[src/rtl/ip_crpr_arb_n.sv]
// N-port credit-return arbiter: per-port, per-class event FIFOs drained one
// event per class per cycle by independent round-robin arbiters.
module ip_crpr_arb_n #(
    parameter int NPORTS = 4,
    parameter int NUMW   = 8,
    parameter int DEPTH  = 4
) (
    input  logic                     clk,
    input  logic                     rst,
    input  logic [NPORTS-1:0]        ph_cr_i,
    input  logic [NPORTS-1:0]        pd_cr_i,
    input  logic [NPORTS*NUMW-1:0]   pd_num_i,
    input  logic [NPORTS-1:0]        nph_cr_i,
    input  logic [NPORTS-1:0]        npd_cr_i,
    output logic                     ph_cr,
    output logic                     pd_cr,
    output logic [NUMW-1:0]          pd_num,
    output logic                     nph_cr,
    output logic                     npd_cr,
    output logic [NPORTS-1:0]        ovf,
    output logic                     busy
);

    localparam int AW = $clog2(DEPTH);
    localparam int PW = $clog2(NPORTS);
    localparam logic [AW:0] FULL = (AW+1)'(DEPTH);

    logic [NUMW:0]   p_mem [NPORTS][DEPTH];
    logic [AW-1:0]   p_wr  [NPORTS];
    logic [AW-1:0]   p_rd  [NPORTS];
    logic [AW:0]     p_cnt [NPORTS];
    logic [PW-1:0]   p_rr;

    logic            n_mem [NPORTS][DEPTH];
    logic [AW-1:0]   n_wr  [NPORTS];
    logic [AW-1:0]   n_rd  [NPORTS];
    logic [AW:0]     n_cnt [NPORTS];
    logic [PW-1:0]   n_rr;

    logic [NPORTS-1:0] p_req, n_req, p_pop, n_pop, p_push, n_push;
    logic              p_gv, n_gv;
    logic [PW-1:0]     p_g, n_g;

    // Returns {valid, index} of the first requester at or after ptr, with wrap.
    function automatic logic [PW:0] rr_pick(input logic [NPORTS-1:0] req,
                                            input logic [PW-1:0] ptr);
        logic [PW:0] res;
        logic [PW:0] c;
        res = '0;
        for (int i = NPORTS - 1; i >= 0; i--) begin
            c = {1'b0, ptr} + (PW+1)'(i);
            if (c >= (PW+1)'(NPORTS))
                c = c - (PW+1)'(NPORTS);
            if (req[c[PW-1:0]])
                res = {1'b1, c[PW-1:0]};
        end
        return res;
    endfunction

    always_comb begin
        p_req = '0;
        n_req = '0;
        for (int p = 0; p < NPORTS; p++) begin
            p_req[p] = (p_cnt[p] != '0);
            n_req[p] = (n_cnt[p] != '0);
        end
        {p_gv, p_g} = rr_pick(p_req, p_rr);
        {n_gv, n_g} = rr_pick(n_req, n_rr);
        p_pop  = '0;
        n_pop  = '0;
        p_push = '0;
        n_push = '0;
        for (int p = 0; p < NPORTS; p++) begin
            p_pop[p]  = p_gv && (p_g == PW'(p));
            n_pop[p]  = n_gv && (n_g == PW'(p));
            // A full FIFO still accepts when its head leaves in the same cycle.
            p_push[p] = ph_cr_i[p]  && ((p_cnt[p] != FULL) || p_pop[p]);
            n_push[p] = nph_cr_i[p] && ((n_cnt[p] != FULL) || n_pop[p]);
        end
        busy = (|p_req) | (|n_req);
    end

    always_ff @(posedge clk) begin
        for (int p = 0; p < NPORTS; p++) begin
            if (p_push[p])
                p_mem[p][p_wr[p]] <= {pd_cr_i[p], pd_num_i[p*NUMW +: NUMW]};
            if (n_push[p])
                n_mem[p][n_wr[p]] <= npd_cr_i[p];
        end
    end

    always_ff @(posedge clk) begin
        if (rst) begin
            for (int p = 0; p < NPORTS; p++) begin
                p_wr[p]  <= '0;
                p_rd[p]  <= '0;
                p_cnt[p] <= '0;
                n_wr[p]  <= '0;
                n_rd[p]  <= '0;
                n_cnt[p] <= '0;
            end
        end else begin
            for (int p = 0; p < NPORTS; p++) begin
                if (p_push[p]) p_wr[p] <= p_wr[p] + AW'(1);
                if (p_pop[p])  p_rd[p] <= p_rd[p] + AW'(1);
                if (p_push[p] && !p_pop[p])
                    p_cnt[p] <= p_cnt[p] + (AW+1)'(1);
                else if (!p_push[p] && p_pop[p])
                    p_cnt[p] <= p_cnt[p] - (AW+1)'(1);

                if (n_push[p]) n_wr[p] <= n_wr[p] + AW'(1);
                if (n_pop[p])  n_rd[p] <= n_rd[p] + AW'(1);
                if (n_push[p] && !n_pop[p])
                    n_cnt[p] <= n_cnt[p] + (AW+1)'(1);
                else if (!n_push[p] && n_pop[p])
                    n_cnt[p] <= n_cnt[p] - (AW+1)'(1);
            end
        end
    end

    always_ff @(posedge clk) begin
        if (rst)
            ovf <= '0;
        else
            ovf <= ovf | (ph_cr_i & ~p_push) | (nph_cr_i & ~n_push);
    end

    always_ff @(posedge clk) begin
        if (rst) begin
            ph_cr  <= 1'b0;
            pd_cr  <= 1'b0;
            pd_num <= '0;
            nph_cr <= 1'b0;
            npd_cr <= 1'b0;
            p_rr   <= '0;
            n_rr   <= '0;
        end else begin
            ph_cr <= p_gv;
            if (p_gv) begin
                {pd_cr, pd_num} <= p_mem[p_g][p_rd[p_g]];
                p_rr <= (p_g == PW'(NPORTS - 1)) ? '0 : p_g + PW'(1);
            end else begin
                pd_cr  <= 1'b0;
                pd_num <= '0;
            end
            nph_cr <= n_gv;
            if (n_gv) begin
                npd_cr <= n_mem[n_g][n_rd[n_g]];
                n_rr   <= (n_g == PW'(NPORTS - 1)) ? '0 : n_g + PW'(1);
            end else begin
                npd_cr <= 1'b0;
            end
        end
    end

endmodule
[config.mk]
export PLATFORM = sky130hd
export DESIGN_NAME = ip_crpr_arb_n
export DESIGN_NICKNAME = d
export VERILOG_FILES = /design/src/rtl/ip_crpr_arb_n.sv
export SDC_FILE = /design/constraint.sdc
export NUM_CORES = 1
export LEC_CHECK = 0
export CAP_MARGIN = 20
export CORE_AREA = 5 5 136 151
export CTS_CLUSTER_DIAMETER = 200
export DETAILED_ROUTE_END_ITERATION = 16
export DIE_AREA = 0 0 141 156
export HOLD_SLACK_MARGIN = 0.02
export PLACE_DENSITY_LB_ADDON = 0.25
export SYNTH_ARGS = -nofsm -noshare
export SYNTH_HDL_FRONTEND = slang
export SYNTH_SLANG_ARGS = --single-unit
[constraint.sdc]
create_clock -name clk -period 4.3 [get_ports clk]
set_input_delay 0.645 -clock clk [delete_from_list [all_inputs] [get_ports clk]]
set_output_delay 0.645 -clock clk [all_outputs]
set_load 0.05 [all_outputs]
==> impl_metrics.yaml <==
die:
  fp.dieH_microns: 156
  rows: 53
  core_sq_um: 18800
  io_pins: 67
  start_util_pct: 58.8
  dieArea_sq_um: 22000
  die_x_microns: 141
route:
  vias: 7060
  ant_nets: 0
  drt-initial-drc-count: 612
  routed_wl_microns: 23800
  vias_per_cell: 5.77
  drt_pass1_iterations: 6
  wl_per_cell_microns: 19.5
  drcViolationCount: 0
logic_synthesis:
  syn_nets: 999
  yosysSeqAreaShare_pct: 62.2
  synth_compound_area_share_pct: 9.96
  synthTopCellsByArea: "edfxtp_1 59%, nand2_1 4.6%, ha_1 4.5%"
  synth_warnings: 0
  syn_avg_cell_area_sq_um: 12.3
  yosysTopAreaCellShare_pct: 58.6
  synthXorXnorAreaFrac_pct: 1.27
  synth_top_family_by_area: "simple AND/OR/NAND/NOR gates"
  synth_cell_types: 62
  synthAdderAreaFrac_pct: 5.61
  ys_seq_elements: 236
  ys.flop_type: "edfxtp_1"
  synth-simple-area-share_pct: 14.7
  synth_edf_count: 216
  synth_cells: 903
  synth_mux_area_share_pct: 3.06
  syn_area_sq_um: 11100
  async_flop_share_pct: 0
  yosys.area.top_type: "edfxtp_1"
global_route:
  grt_overflow: 0
  grt_usage_pct: 21.4
  grt_pass1_vias: 7000
  antenna_found_initial: 1
  grt_max_degree: 75
  grt_pass1_wl_microns: 36500
cts:
  post_cts_resized: 0
  hold_buffers: 0
  path_clk_slew_ns: 0.06
  postCtsSetupBuffers: 0
  htreeDepth: 1
  clk_latency_ns: 0.51
  cts_sinks: 236
  root_buffer: "clkbuf_16"
  tritoncts: "built"
  numCtsBuffers: 24
  clk_path_buf_depth: 3
timing:
  fin_crit_sh_pct: 84.8
  report.final.hold_viol_count: 0
  worstMarginPinSlew_ns: 0.962
  whs_ns: 0.531
  finalWorstPathRequiredPeriod_ns: 3.65
  max_slew_margin_pct: 35.9
  finalSetupTns_ns: 0
  maxSlewViolCount: 0
  clock_skew_ns: 0.0152
  fmax_mhz: 274
  rsz0062_at_grt: "false"
  finalSetupViolCount: 0
critical_path:
  cp_max_fo: 6
  crit_path_start_kind: "register"
  crit_type: "register to output port"
  cp-end-kind: "output port"
  timing.critical_path.arrival_ns: 3.00
  required_ns: 3.65
power_and_ir_drop:
  powerDensity_nw_per_um2: 810
  peakVddDrop_uv: 963
  leakage_nw: 4.62
placed_design:
  hpwl_microns: 17000
  numPortBuffers: 66
  gp_congestion: 0.890
worst_hold_path:
  min-delay-path-class: "register to register"
cells_and_area:
  areaGrowthSynthToFinish_pct: 14.5
  nFillCells: 1394
  drive_above_1_share_pct: 7.16
  fin_nets: 1055
  num_antenna_cells: 0
run:
  max_cap_viol_count: 0
status:
  status: "finished clean"
routing by layer:
metal | up-vias | GRT usage [%] | wire [microns]
met5 | - | 0 | 13
li1 | 3427 | - | -
met3 | 61 | 3.46 | 1240
met1 | 3370 | 24.9 | 9050
met2 | 200 | 39.2 | 12500
met4 | 2 | 9.23 | 1040
report_power, final:
part / internal, mW / leakage (nW) / switching [mW] / total [mW]
Sequential: 3.09 / 2.24 / 0.316 / 3.41
Clock: 1.23 / 0.375 / 0.819 / 2.05
Combinational: 1.83 / 2.00 / 2.98 / 4.81
Total: 6.14 / 4.62 / 4.12 / 10.3
synth_stat cells (3+ instances only):
library cell / number
buf_2: 9
and2_1: 28
nand2_1: 137
edfxtp_1: 216
nor3b_1: 6
a21oi_1: 62
inv_1: 43
nand3_1: 4
clkbuf_1: 21
nand2b_1: 18
a22oi_1: 5
o21ai_0: 6
nor2_1: 39
fa_1: 6
nor2b_1: 6
mux2i_1: 11
xnor2_1: 14
buf_1: 10
or3_4: 3
or2_2: 8
a22o_1: 9
nor3_1: 32
o22a_1: 3
or3_1: 15
mux2_1: 8
a41oi_1: 3
and3b_1: 5
mux2_2: 11
a31oi_1: 6
ha_1: 40
a32oi_1: 36
and3_1: 16
nand4_1: 5
dfxtp_1: 20
a221oi_1: 5
final timing paths:
kind	start	to	slack, ns	depth (start not counted)
worst min register to register	ovf[3]	ovf[3]	0.53	2
worst min-delay path	ovf[3]	ovf[3]	0.53	2
worst max-delay path	n_cnt[1][0]	busy	0.65	4
worst max register to register	n_cnt[3][0]	n_cnt[3][2]	0.92	14
final cells by class:
class                           instances  area, sq um  share of cell area (%)
Clock inverter                          6         81.3                   0.642
Clock buffer                           38          694                    5.48
Sequential cell                       236         6890                    54.4
Inverter                               45          169                    1.33
Multi-Input combinational cell        580         3830                    30.2
Tap cell                              247          309                    2.44
Timing Repair Buffer                   72          701                    5.53
cells by family after synthesis:
| family | count (synthesis) |
|---|---|
| buf+inv | 87 |
| flops | 236 |
| fa+ha+maj | 46 |
| xor+xnor | 16 |
| mux | 31 |
| compound gates | 158 |
| simple gates | 329 |
worst max-delay path, cell delays in order (launching register included):
cell             delay [ns]
edfxtp_1               0.44
nor3_1                 0.62
nand4_1                0.42
nand2b_1               0.30
clkdlybuf4s50_1        0.71
placed cells by master, fill, tap and decap left out, types with 3 or more instances in the layout:
cell type	instances
clkdlybuf4s50_1	65
nand4_1	5
mux2_2	11
nand2b_1	18
dfxtp_1	20
or3_4	3
a22o_1	9
clkbuf_1	11
a31oi_1	6
nor3_1	32
nand2_1	137
a22oi_1	5
edfxtp_1	216
and3_1	16
nor3b_1	6
xnor2_1	14
a21oi_1	62
or3_1	15
a41oi_1	3
o21ai_0	6
and2_1	28
nor2b_1	6
a221oi_1	5
fa_1	6
a32oi_1	36
clkbuf_16	25
ha_1	40
nor2_1	39
buf_4	6
and3b_1	5
inv_1	43
or2_2	8
nand3_1	4
mux2i_1	11
mux2_1	8
o22a_1	3
stage by stage:
| step | instance area [sq um] | power (mW) | setup WS, ns | util [%] | std cells |
|---|---|---|---|---|---|
| 2_1_floorplan | 11100 | 7.08 | 1.26 | - | 903 |
| 3_3_place_gp | 11900 | 8.15 | 1.09 | 63.1 | 1180 |
| 3_5_place_dp | 11900 | 8.24 | 0.956 | 63.1 | 1180 |
| 4_1_cts | 12700 | 10.3 | 0.692 | 67.3 | 1224 |
| 5_1_grt | 12700 | 11.0 | 0.483 | 67.3 | 1224 |
| 6_report | 12700 | 10.3 | 0.655 | 67.3 | 1224 |
sequential cells by signal, indices dropped and copies added, names as in the netlist:
name,flops
n_wr,8
p_rd,8
pd_cr,1
npd_cr,1
n_rd,8
p_cnt,12
ph_cr,1
nph_cr,1
pd_num,8
n_cnt,12
ovf,4
n_rr,2
p_rr,2
p_wr,8
n_mem,16
p_mem,144
(Power assumes the default switching activity.)
